File: config.mk
export PLATFORM = sky130hd
export DESIGN_NAME = alarm_bank
export DESIGN_NICKNAME = d
export VERILOG_FILES = /design/src/rtl/alarm_bank.sv
export SDC_FILE = /design/constraint.sdc
export NUM_CORES = 1
export LEC_CHECK = 0
export BUFFER_PORTS_ARGS = -buffer_cell sky130_fd_sc_hd__buf_2
export CORE_MARGIN = 2
export CORE_UTILIZATION = 61
export CTS_CLUSTER_SIZE = 12
export DETAILED_ROUTE_END_ITERATION = 12
export PLACE_DENSITY = 0.91
export SLEW_MARGIN = 20
export SYNTH_ARGS = -nofsm -noshare
export SYNTH_HDL_FRONTEND = slang
export SYNTH_SLANG_ARGS = --single-unit
File: constraint.sdc
create_clock -name i_clk -period 2.8 [get_ports i_clk]
set_input_delay 0.28 -clock i_clk [delete_from_list [all_inputs] [get_ports i_clk]]
set_output_delay 0.28 -clock i_clk [all_outputs]
set_load 0.1 [all_outputs]
File: src/rtl/alarm_bank.sv
// Bank of programmable alarm channels with snooze, stop and ring timeout.
// Each channel is one alarm_chan instance. All channels share the minute-tick detector.

module alarm_chan #(
   parameter int SNOOZE_MIN = 5,
   parameter int RING_MIN   = 2
) (
   input  logic       i_clk,
   input  logic       i_rst,
   input  logic [4:0] i_hour,
   input  logic [5:0] i_min,
   input  logic       i_tick,
   input  logic       i_wr,
   input  logic [4:0] i_wr_hour,
   input  logic [5:0] i_wr_min,
   input  logic       i_wr_ena,
   input  logic       i_snooze,
   input  logic       i_stop,
   output logic       o_hit,
   output logic       o_ring
);
   typedef enum logic [1:0] {S_IDLE, S_RING, S_SNZ} state_t;

   state_t     r_state, w_state_nx;
   logic [4:0] r_ah, r_th, w_th;
   logic [5:0] r_am, r_tm, w_tm;
   logic       r_ena, r_m_prev, r_t_prev, r_hit;
   logic [3:0] r_timer, w_timer_nx;
   logic       w_m, w_rise, w_tmatch, w_trise, w_latch;
   logic [6:0] w_sum;

   always_comb begin
      w_m      = r_ena && (i_hour == r_ah) && (i_min == r_am);
      w_rise   = w_m && !r_m_prev;
      w_tmatch = (i_hour == r_th) && (i_min == r_tm);
      w_trise  = w_tmatch && !r_t_prev;
      // Snooze target is now + SNOOZE_MIN, carrying into the hour and wrapping at midnight.
      w_sum    = {1'b0, i_min} + 7'(SNOOZE_MIN);
      w_tm     = 6'(w_sum);
      w_th     = i_hour;
      if (w_sum >= 7'd60) begin
         w_tm = 6'(w_sum - 7'd60);
         w_th = (i_hour == 5'd23) ? 5'd0 : 5'(i_hour + 5'd1);
      end
   end

   always_comb begin
      w_state_nx = r_state;
      w_timer_nx = r_timer;
      w_latch    = 1'b0;
      if (i_wr) begin
         w_state_nx = S_IDLE;
         w_timer_nx = '0;
      end else if (i_stop) begin
         w_state_nx = S_IDLE;
         w_timer_nx = '0;
      end else if (i_snooze && r_state == S_RING) begin
         w_state_nx = S_SNZ;
         w_timer_nx = '0;
         w_latch    = 1'b1;
      end else if (w_rise || (r_state == S_SNZ && w_trise)) begin
         w_state_nx = S_RING;
         w_timer_nx = '0;
      end else if (r_state == S_RING && i_tick) begin
         if (r_timer == 4'(RING_MIN - 1)) begin
            w_state_nx = S_IDLE;
            w_timer_nx = '0;
         end else begin
            w_timer_nx = r_timer + 4'd1;
         end
      end
   end

   always_ff @(posedge i_clk) begin
      if (i_rst) begin
         r_state  <= S_IDLE;
         r_timer  <= '0;
         r_ah     <= '0;
         r_am     <= '0;
         r_ena    <= 1'b0;
         r_th     <= '0;
         r_tm     <= '0;
         r_m_prev <= 1'b0;
         r_t_prev <= 1'b0;
         r_hit    <= 1'b0;
      end else begin
         r_state  <= w_state_nx;
         r_timer  <= w_timer_nx;
         r_hit    <= w_rise;
         r_m_prev <= i_wr ? 1'b0 : w_m;
         r_t_prev <= (i_wr || w_latch) ? 1'b0 : w_tmatch;
         if (i_wr) begin
            r_ah  <= i_wr_hour;
            r_am  <= i_wr_min;
            r_ena <= i_wr_ena;
         end
         if (w_latch) begin
            r_th <= w_th;
            r_tm <= w_tm;
         end
      end
   end

   assign o_hit  = r_hit;
   assign o_ring = (r_state == S_RING);
endmodule

module alarm_bank #(
   parameter int N_ALARMS   = 4,
   parameter int SNOOZE_MIN = 5,
   parameter int RING_MIN   = 2,
   parameter int IDX_W      = $clog2(N_ALARMS)
) (
   input  logic                i_clk,
   input  logic                i_rst,
   input  logic [4:0]          i_hour,
   input  logic [5:0]          i_min,
   input  logic                i_wr_en,
   input  logic [IDX_W-1:0]    i_wr_idx,
   input  logic [4:0]          i_wr_hour,
   input  logic [5:0]          i_wr_min,
   input  logic                i_wr_ena,
   input  logic                i_snooze,
   input  logic                i_stop,
   output logic [N_ALARMS-1:0] o_hit,
   output logic [N_ALARMS-1:0] o_ring,
   output logic                o_ringing,
   output logic [IDX_W-1:0]    o_ring_id
);
   logic [5:0]          r_min_prev;
   logic                w_tick;
   logic [N_ALARMS-1:0] w_wr;

   always_ff @(posedge i_clk) begin
      if (i_rst) r_min_prev <= '0;
      else       r_min_prev <= i_min;
   end

   assign w_tick = (i_min != r_min_prev);

   for (genvar g = 0; g < N_ALARMS; g++) begin : g_chan
      assign w_wr[g] = i_wr_en && (i_wr_idx == IDX_W'(g));
      alarm_chan #(.SNOOZE_MIN(SNOOZE_MIN), .RING_MIN(RING_MIN)) u_chan (
         .i_clk     (i_clk),
         .i_rst     (i_rst),
         .i_hour    (i_hour),
         .i_min     (i_min),
         .i_tick    (w_tick),
         .i_wr      (w_wr[g]),
         .i_wr_hour (i_wr_hour),
         .i_wr_min  (i_wr_min),
         .i_wr_ena  (i_wr_ena),
         .i_snooze  (i_snooze),
         .i_stop    (i_stop),
         .o_hit     (o_hit[g]),
         .o_ring    (o_ring[g])
      );
   end

   assign o_ringing = |o_ring;

   // Walk from the top down so the lowest ringing index wins.
   always_comb begin
      o_ring_id = '0;
      for (int i = N_ALARMS - 1; i >= 0; i--)
         if (o_ring[i]) o_ring_id = IDX_W'(i);
   end
endmodule

**After elaboration in Yosys (flattened, before gate mapping)**

Index checks and enable logic that the tools add are counted.

- Input bits: 30
- Register bits: 134

- Equality and inequality tests: 33
- Order comparisons: 1
- Add/sub/neg operators: 7
- Reduce and logical (&&, ||, !) cells: 98
- Muxes and demuxes: 39

Operators with widths:

| cell | number |
|---|---|
| 6-bit == test | 8 |
| 5-bit == test | 8 |
| 2-bit two-way mux | 20 |
| 1-bit logical AND | 36 |
| 3-bit nonzero test | 8 |
| 4-bit OR reduction | 5 |
| 5-bit OR reduction | 4 |
| 4-bit by 1-bit adder with 4-bit output, second input constant | 4 |
| 4-bit by 1-bit == test with 1-bit output, second input constant | 4 |
| 4-bit two-way mux | 4 |
| 2-bit AND reduction | 8 |
| 2-bit nonzero test | 8 |
| 2-bit OR reduction | 8 |
| 2-bit == test, second input constant | 6 |
| 1-bit two-way mux | 12 |
| 3-bit OR reduction | 4 |
| 2-bit by 1-bit == test with 1-bit output, second input constant | 5 |
| 5-bit two-way mux | 2 |
| 1-bit logical NOT | 8 |
| 1-bit logical OR | 8 |
| 6-bit by 3-bit adder with 7-bit output, second input constant | 1 |
| 7-bit by 6-bit greater-or-equal comparator with 1-bit output, second input constant | 1 |
| 6-bit two-way mux | 1 |
| 6-bit inequality test | 1 |
| 4 further kinds | 4 |

**Longest topological paths before layout**

Gate-level depths: netlist of run 1.

- Word-level depth: 7
- Depth in mapped cells: 11
- Mapped depth without buffers: 9

**Modules after synthesis**

Synthesis of run 1 repeated with hierarchy kept, for this count alone.

- Cells, all modules: 827
- Area, all modules: 7403.4 um^2

By module, submodules not included:

| module | cells an instance | times used | seq. area each (um^2) | area each (um^2) |
|---|---|---|---|---|
| alarm_chan (g_chan[0].u_chan ...) | 200 | 3 | 640.6 | 1773.0 |
| alarm_chan (g_chan[1].u_chan) | 195 | 1 | 640.6 | 1804.2 |
| alarm_bank | 32 | 1 | 120.1 | 280.3 |

**Worst setup path after synthesis of run 1**

Ideal clock, no wire load.

- Path kind: register to output
- Start point: register g_chan[3].u_chan.r_state[0]
- End point: output o_ring_id[1]
- Path buffers: 1
- Slack: -0.268 ns
- Required time: 2.520 ns
- Stages on the path, launching flop included: 5
- Arrival: 2.788 ns
- Cell sequence: dfxtp_1 -> nor2b_1 -> clkbuf_1 -> nor2_1 -> nor3_1

- Cells in the longest elaborated chain, start to end: 5

Ends and longest elaborated chain:

| item | line | RTL |
|---|---|---|
| start, declared | 24 | `state_t r_state, w_state_nx;` |
| start signal, assigned | 87 | `r_state <= w_state_nx;` |
| 2-bit by 1-bit == test with 1-bit output | 105 | `assign o_ring = (r_state == S_RING);` |
| net g_chan[3].u_chan.o_ring | 20 | `output logic o_ring` |
| 2-bit two-way mux (4 in a row) | 166 | `if (o_ring[i]) o_ring_id = IDX_W'(i);` |
| end, declared | 128 | `output logic [IDX_W-1:0] o_ring_id` |

The timed path passes the listed nets, and every way through them passes these cells.

**Worst setup path in the final report of run 1**

- Start point: register g_chan[3].u_chan.r_state[0]
- End point: output o_ring_id[1]

- Cells in the longest elaborated chain, start to end: 5

Ends and longest elaborated chain:

| item | line |
|---|---|
| 2-bit by 1-bit == test with 1-bit output | 105 |
| 2-bit two-way mux (4 in a row) | 166 |

No other way between the ends.

==> results of run 1 <==
==> sequential cells by signal, indices dropped and copies added (netlist names) <==
register,flops
g_chan.u_chan.o_hit,4
g_chan.u_chan.r_m_prev,4
g_chan.u_chan.r_t_prev,4
g_chan.u_chan.r_timer,16
g_chan.u_chan.r_tm,24
r_min_prev,6
g_chan.u_chan.r_th,20
g_chan.u_chan.r_state,8
g_chan.u_chan.r_ah,20
g_chan.u_chan.r_ena,4
g_chan.u_chan.r_am,24
==> layout by cell type, fill, tap and decap left out, types with 4 or more instances in the layout <==
cell	instances
a21boi_0	4
xnor2_1	62
xor2_1	48
buf_2	39
bufinv_16	5
nand4_1	21
nor4_1	11
nor3_1	14
buf_4	19
a211oi_1	23
and3_1	8
nor3b_1	6
dfxtp_1	134
a311oi_1	4
o41ai_1	4
clkbuf_16	16
nand3_1	20
nor2b_1	9
a21oi_1	67
o21ai_0	11
nand2_1	146
mux2i_1	4
nor2_1	63
or3_1	8
==> logic make-up after synthesis <==
kind of cell | after synthesis | share of synthesized area [%]
AO/OA/AOI/OAI | 135 | 13.4
XOR/XNOR | 110 | 15.1
adder cells (fa/ha/maj) | 4 | 0.744
buffers and inverters | 66 | 4.80
flip-flops | 134 | 42.0
multiplexers | 5 | 0.803
AND/OR/NAND/NOR | 322 | 23.2
==> final cells by class <==
class	instances	area (um2)
fill	669	2990
tap	136	170
sequential	134	2680
inverter	3	11.3
timing repair buffer	58	338
multi-input combinational	576	3410
clock buffer	20	435
clock inverter	12	200
==> how the worst max path moves through the flow <==
stage,startpoint,endpoint,slack [ps],cells past startpoint
finish,g_chan[3].u_chan.r_state[0]$_SDFFE_PP0P_,o_ring_id[1],330,4
floorplan,i_min[2],g_chan[0].u_chan.r_th[4]$_SDFFE_PP0P_,210,10
global route,g_chan[1].u_chan.r_state[0]$_SDFFE_PP0P_,o_ring_id[0],180,4
detailed placement,i_min[0],g_chan[0].u_chan.r_tm[2]$_SDFFE_PP0P_,220,11
CTS,g_chan[3].u_chan.r_state[0]$_SDFFE_PP0P_,o_ring_id[1],340,4
global placement,i_min[0],g_chan[0].u_chan.r_tm[2]$_SDFFE_PP0P_,250,11
==> synthesized netlist by cell type (2+ instances only) <==
cell type	instances	area (um2)
a2111oi_0	3	26.3
a211oi_1	23	173
a21boi_0	4	30.0
a21oi_1	67	335
a21oi_2	2	17.5
a221oi_1	3	26.3
a311o_1	3	30.0
a311oi_1	4	35.0
a31oi_1	3	18.8
and2_1	2	12.5
and3_1	8	50.1
buf_1	5	18.8
buf_2	11	55.1
buf_4	12	90.1
clkbuf_1	35	131
dfxtp_1	134	2680
ha_1	3	37.5
inv_1	3	11.3
mux2i_1	4	40.0
nand2_1	146	548
nand2b_1	3	18.8
nand3_1	20	100
nand4_1	21	131
nor2_1	63	236
nor2b_1	9	56.3
nor3_1	15	75.1
nor3b_1	6	45.0
nor4_1	11	68.8
o21ai_0	11	55.1
o221ai_1	2	17.5
o22a_1	3	26.3
o41ai_1	4	35.0
or2_2	2	12.5
or3_1	8	50.1
xnor2_1	62	543
xor2_1	48	420
==> through the flow <==
stage                     utilization (%)  cells  setup slack, ps  cell area (um2)
final                                70.8    939              325             7240
after global placement               64.6    907              255             6610
after CTS                            70.8    939              337             7240
after floorplan                         -    776              212             6400
after global routing                 70.8    939              182             7240
after detailed placement             64.6    907              219             6610
==> critical path: stages (launching register included) <==
cell	delay, ps
dfxtp_1	370
nor2b_1	570
nor2_1	160
nor3_2	130
buf_2	440
==> per-layer routing <==
layer / track usage, % / wire length, um / part of all wire [%]
met5: 0 / 0 / 0
met4: 17.7 / 783 / 4.4
met3: 7.73 / 1810 / 10
met2: 50.5 / 8250 / 47
met1: 40.4 / 6750 / 38
==> power groups by stage <==
| stage | combinational, mW | sequential [mW] | clock (mW) |
|---|---|---|---|
| 2_1_floorplan | 0.258 | 1.99 | 0 |
| 3_3_place_gp | 0.355 | 1.99 | 0 |
| 3_5_place_dp | 0.365 | 1.99 | 0 |
| 4_1_cts | 0.375 | 1.95 | 2.41 |
| 5_1_grt | 0.414 | 1.95 | 2.48 |
| 6_report | 0.388 | 1.95 | 2.40 |
==> metrics, run 1 <==
status complete, no violations; WS Path Type register to output port; library cells used by synthesis 49; first-pass GRT wire length 28.3 mm; final global-route overflow total 0; CTS root buffer clkbuf_8; DRC 0; post-cts sizing count 0; async set-or-reset flop fraction in the synthesized netlist 0%; gr usage total 32.1%; Setup TNS Final 0 ps; CTS sink cnt 134; via count 5870; min-delay src i_wr_min[5]; Final Setup Violations 0; cells on worst reg2reg path 5; Int Pwr 3.63 mW; Leak 2.62 nW; Clock Tree Buf Depth 2; sequential fraction of the synthesis area 42.0%; PwrDens 654 nW/um2; Crit Reg-Reg Endpoint g_chan[3].u_chan.r_state[0]$_SDFFE_PP0P_; Ant. Diodes 0; share of layout cells above drive strength 1 12.2%; MaxCap Viol Count 0; clk_lat worst skew 530 ps; Seq pwr share 41.2%; clock share of power 50.6%; H-tree depth 4; hold depth 3; RSZ-0062 raised after global routing no; port buffer count 40; worst vdd ir 0.000572 V; drt pass-1 iters 7; # rows 37; syn nets 809; Tcrit/Tclk final 88.4%; setup bufs post-CTS 0; die footprint 11300 um2; via/cell ratio 6.25; CP Max Fanout 9; Wirelength per Cell 18.7 um; FF-to-FF setup slack 510 ps; flops & latches, synth 134; Final Hold Viols 0; CP startpoint kind register; hold bufs inserted after CTS 0; worst hold slack 21.1 ps; CTS clk-pin slew, worst paths 60 ps; CP endpoint kind output port; CORE AREA 10200 um2; vias in the first global route 5640; Comb power frac 8.2%; DRT iter0 DRCs 742; Design Power 4.74 mW; worst-margin pin slew 814 ps; Slew Viols, Final 0; Area Growth Syn to Fin 13.4%; Layout Nets 823; Rel. slew slack 45.6%; Post-Syn Instances 776; fmax 0.404 GHz; Die Y 106 um; Sw Share 23.4%; Total Wirelength 17.6 mm; min cycle time layout 2470 ps; top_reg_cell synth dfxtp_1; CTS Buf Count 17; HPWL reported at the end of detailed placement 11.4 mm; Clock Skew 7.97 ps; Hold Crit Class input pin to register; Mapped Area 6390 um2; Die W 106 um; io pins 41; hold worst-path end g_chan[3].u_chan.r_am[5]$_SDFFE_PP0P_; WP data required 2520 ps; number of flops mapped to enable cells by yosys 0; Synth Warn # 0; Starting Density 62.5%; TritonCTS clock tree yes; NetSw 1.11 mW; largest net degree at the start of global routing 69; r2r startpoint g_chan[3].u_chan.r_state[0]$_SDFFE_PP0P_; routability cong. 0.904; initial antenna violation count 0; Crit path arrival time 2190 ps; Detail Route Antenna Nets 0; Synth Area per Inst 8.24 um2
Power figures use the tool's default switching activity.
==> run 2, diff against run 1 <==
--- a/config.mk
+++ b/config.mk
@@ -10,6 +10,7 @@
 export CORE_UTILIZATION = 61
 export CTS_CLUSTER_SIZE = 12
 export DETAILED_ROUTE_END_ITERATION = 12
+export MAX_ROUTING_LAYER = met4
 export PLACE_DENSITY = 0.91
 export SLEW_MARGIN = 20
 export SYNTH_ARGS = -nofsm -noshare
==> constraint.sdc (replaced) <==
create_clock -name i_clk -period 2.8 [get_ports i_clk]
set_input_delay 0.7 -clock i_clk [delete_from_list [all_inputs] [get_ports i_clk]]
set_output_delay 0.7 -clock i_clk [all_outputs]
set_load 0.1 [all_outputs]
==> metrics, run 2 (synthesis gave the netlist of run 1 again) <==
routability cong. 0.965 (+6.9%); Slew Viols, Final 0 (unchanged); Critical-path top delay cell buf_2; # rows 37 (unchanged); max layer used met4; port buffer count 40 (unchanged); Final Setup Violations 0 (unchanged); Crit Reg-Reg Endpoint g_chan[0].u_chan.r_state[0]$_SDFFE_PP0P_; initial antenna violation count 0 (unchanged); WS Path Type register to output port; Layout Nets 838 (+1.8%); crit path cell chain nand2b_1 -> inv_1 -> nor2_1 -> nor3_2 -> buf_2; Hold Crit Class register to register; most frequent cells in the layout nand2_1 (146), dfxtp_1 (134), a21oi_1 (67), nor2_1 (63), xnor2_1 (61); CTS root buffer clkbuf_8; CORE AREA 10200 um2 (unchanged); Comb power frac 8.9% (+0.7 points); biggest regs g_chan.u_chan.r_am (24), g_chan.u_chan.r_tm (24); H-tree depth 4 (unchanged); min-delay src g_chan[2].u_chan.r_m_prev$_SDFF_PP0_; Setup TNS Final 0 ps (unchanged); status complete, no violations; hold depth 1 (-2); setup bufs post-CTS 0 (unchanged); Placement Cell Area 6740 um2 (+2.0%); TritonCTS clock tree yes; Final Hold Viols 0 (unchanged); Area Growth Syn to Fin 15.3%; worst hold slack 430 ps (+409 ps); CP startpoint kind register; CP Max Fanout 7 (-2); die footprint 11300 um2 (unchanged); Total Wirelength 18.8 mm (+6.9%); share of layout cells above drive strength 1 14.4% (+2.2 points); Sw Share 25.2% (+1.8 points); Int Pwr 3.54 mW (-2.5%); post-route cell area 7370 um2 (+1.7%); FF-to-FF setup slack 720 ps (+210 ps); fin util 72.0% (+1.2 points); Die W 106 um (unchanged); Seq pwr share 41.3% (about the same); met1 wire length 6.95 mm (+2.9%); NetSw 1.19 mW (+7.4%); Clock Skew 6.20 ps (-1.78 ps); DRC 0 (unchanged); first-pass GRT wire length 30.0 mm (+6.0%); pre-CTS setup slack -420 ps (-639 ps); hold bufs inserted after CTS 0 (unchanged); hold worst-path end g_chan[2].u_chan.o_hit$_SDFF_PP0_; DRT iter0 DRCs 894 (+20%); clock share of power 49.8% (-0.8 points); cells on worst reg2reg path 5 (unchanged); Ant. Diodes 0 (unchanged); Starting Density 62.5% (unchanged); Top Family by Delay on Critical Path buffers and inverters; fmax 0.374 GHz (-7.5%); Clock Tree Buf Depth 2 (unchanged); RSZ-0062 raised after global routing no; PwrDens 642 nW/um2 (-1.9%); gr usage total 35.2% (+3.1 points); Wirelength per Cell 19.7 um (+5.2%); Post-Layout Cell Count 954 (+1.6%); Die Y 106 um (unchanged); Leak 2.70 nW (+3.2%); HPWL reported at the end of detailed placement 12.0 mm (+5.1%); clk_lat worst skew 540 ps (about the same); io pins 41 (unchanged); min cycle time layout 2680 ps (+202 ps); Final WS setup 124 ps (-202 ps); drt pass-1 iters 9 (+2); Critical Path Max Stage Delay 440 ps (-130 ps); CTS clk-pin slew, worst paths 60 ps (about the same); met2 routed WL 8.91 mm (+8.0%); Rel. slew slack 54.4% (+8.7 points); largest net degree at the start of global routing 53 (-23%); Crit path buffers/inverters 2 (+1); MaxCap Viol Count 0 (unchanged); CTS sink cnt 134 (unchanged); via/cell ratio 6.35 (+1.6%); dpl cells 922 (+1.7%); CTS Buf Count 17 (unchanged); vias in the first global route 5995 (+6.3%); Tcrit/Tclk final 95.6% (+7.2 points); Design Power 4.73 mW (-0.19%); r2r startpoint g_chan[0].u_chan.r_state[0]$_SDFFE_PP0P_; met3 wire len 2.00 mm (+10%); worst vdd ir 0.000454 V (-21%); worst-margin pin slew 678 ps (-136 ps); Detail Route Antenna Nets 0 (unchanged); via count 6058 (+3.2%); filler cell count 689 (+3.0%); WP data required 2100 ps (-420 ps); final global-route overflow total 0 (unchanged); most common cell after layout, fill and taps aside nand2_1; Crit path arrival time 1980 ps (-210 ps); CP endpoint kind output port
[run 2: area by class of cell]
type / instances / area (um2) / area share [%]
Tap cell: 136 / 170 / 2.31
Clock buffer: 17 / 414 / 5.62
Multi-Input combinational cell: 576 / 3440 / 46.6
Clock inverter: 15 / 204 / 2.77
Inverter: 3 / 11.3 / 0.153
Timing Repair Buffer: 73 / 450 / 6.11
Sequential cell: 134 / 2680 / 36.4
[run 2: worst max-delay path by stage]
stage | startpoint | to | cells after the start
floorplan | i_min[3] | g_chan[3].u_chan.r_th[1]$_SDFFE_PP0P_ | 11
global placement | i_min[0] | g_chan[2].u_chan.r_th[4]$_SDFFE_PP0P_ | 10
CTS | i_min[0] | g_chan[2].u_chan.r_th[4]$_SDFFE_PP0P_ | 10
detailed placement | i_min[0] | g_chan[2].u_chan.r_th[4]$_SDFFE_PP0P_ | 10
finish | g_chan[2].u_chan.r_state[1]$_SDFFE_PP0P_ | o_ring_id[1] | 5
global route | g_chan[2].u_chan.r_state[1]$_SDFFE_PP0P_ | o_ring_id[1] | 5
[run 2: power by group through the flow]
stage	clock network [mW]	registers (mW)	logic (mW)
global route	2.44	1.95	0.446
detailed placement	0	1.99	0.393
CTS	2.35	1.95	0.404
finish	2.36	1.95	0.420
floorplan	0	1.99	0.262
global placement	0	1.99	0.379
[run 2: metal layers]
metal	vias to the layer above	track usage, %
met5	-	-
met4	0	17.2
met3	108	9.50
met2	414	56.9
met1	2835	40.5
li1	2701	-
[run 2: what timing repair did]
item | CTS | global route
endpoints found under the hold margin | 0 | 0
pin swaps | 0 | 0
resized for setup | 1 | 1
endpoints found under the setup margin | 2 | 1
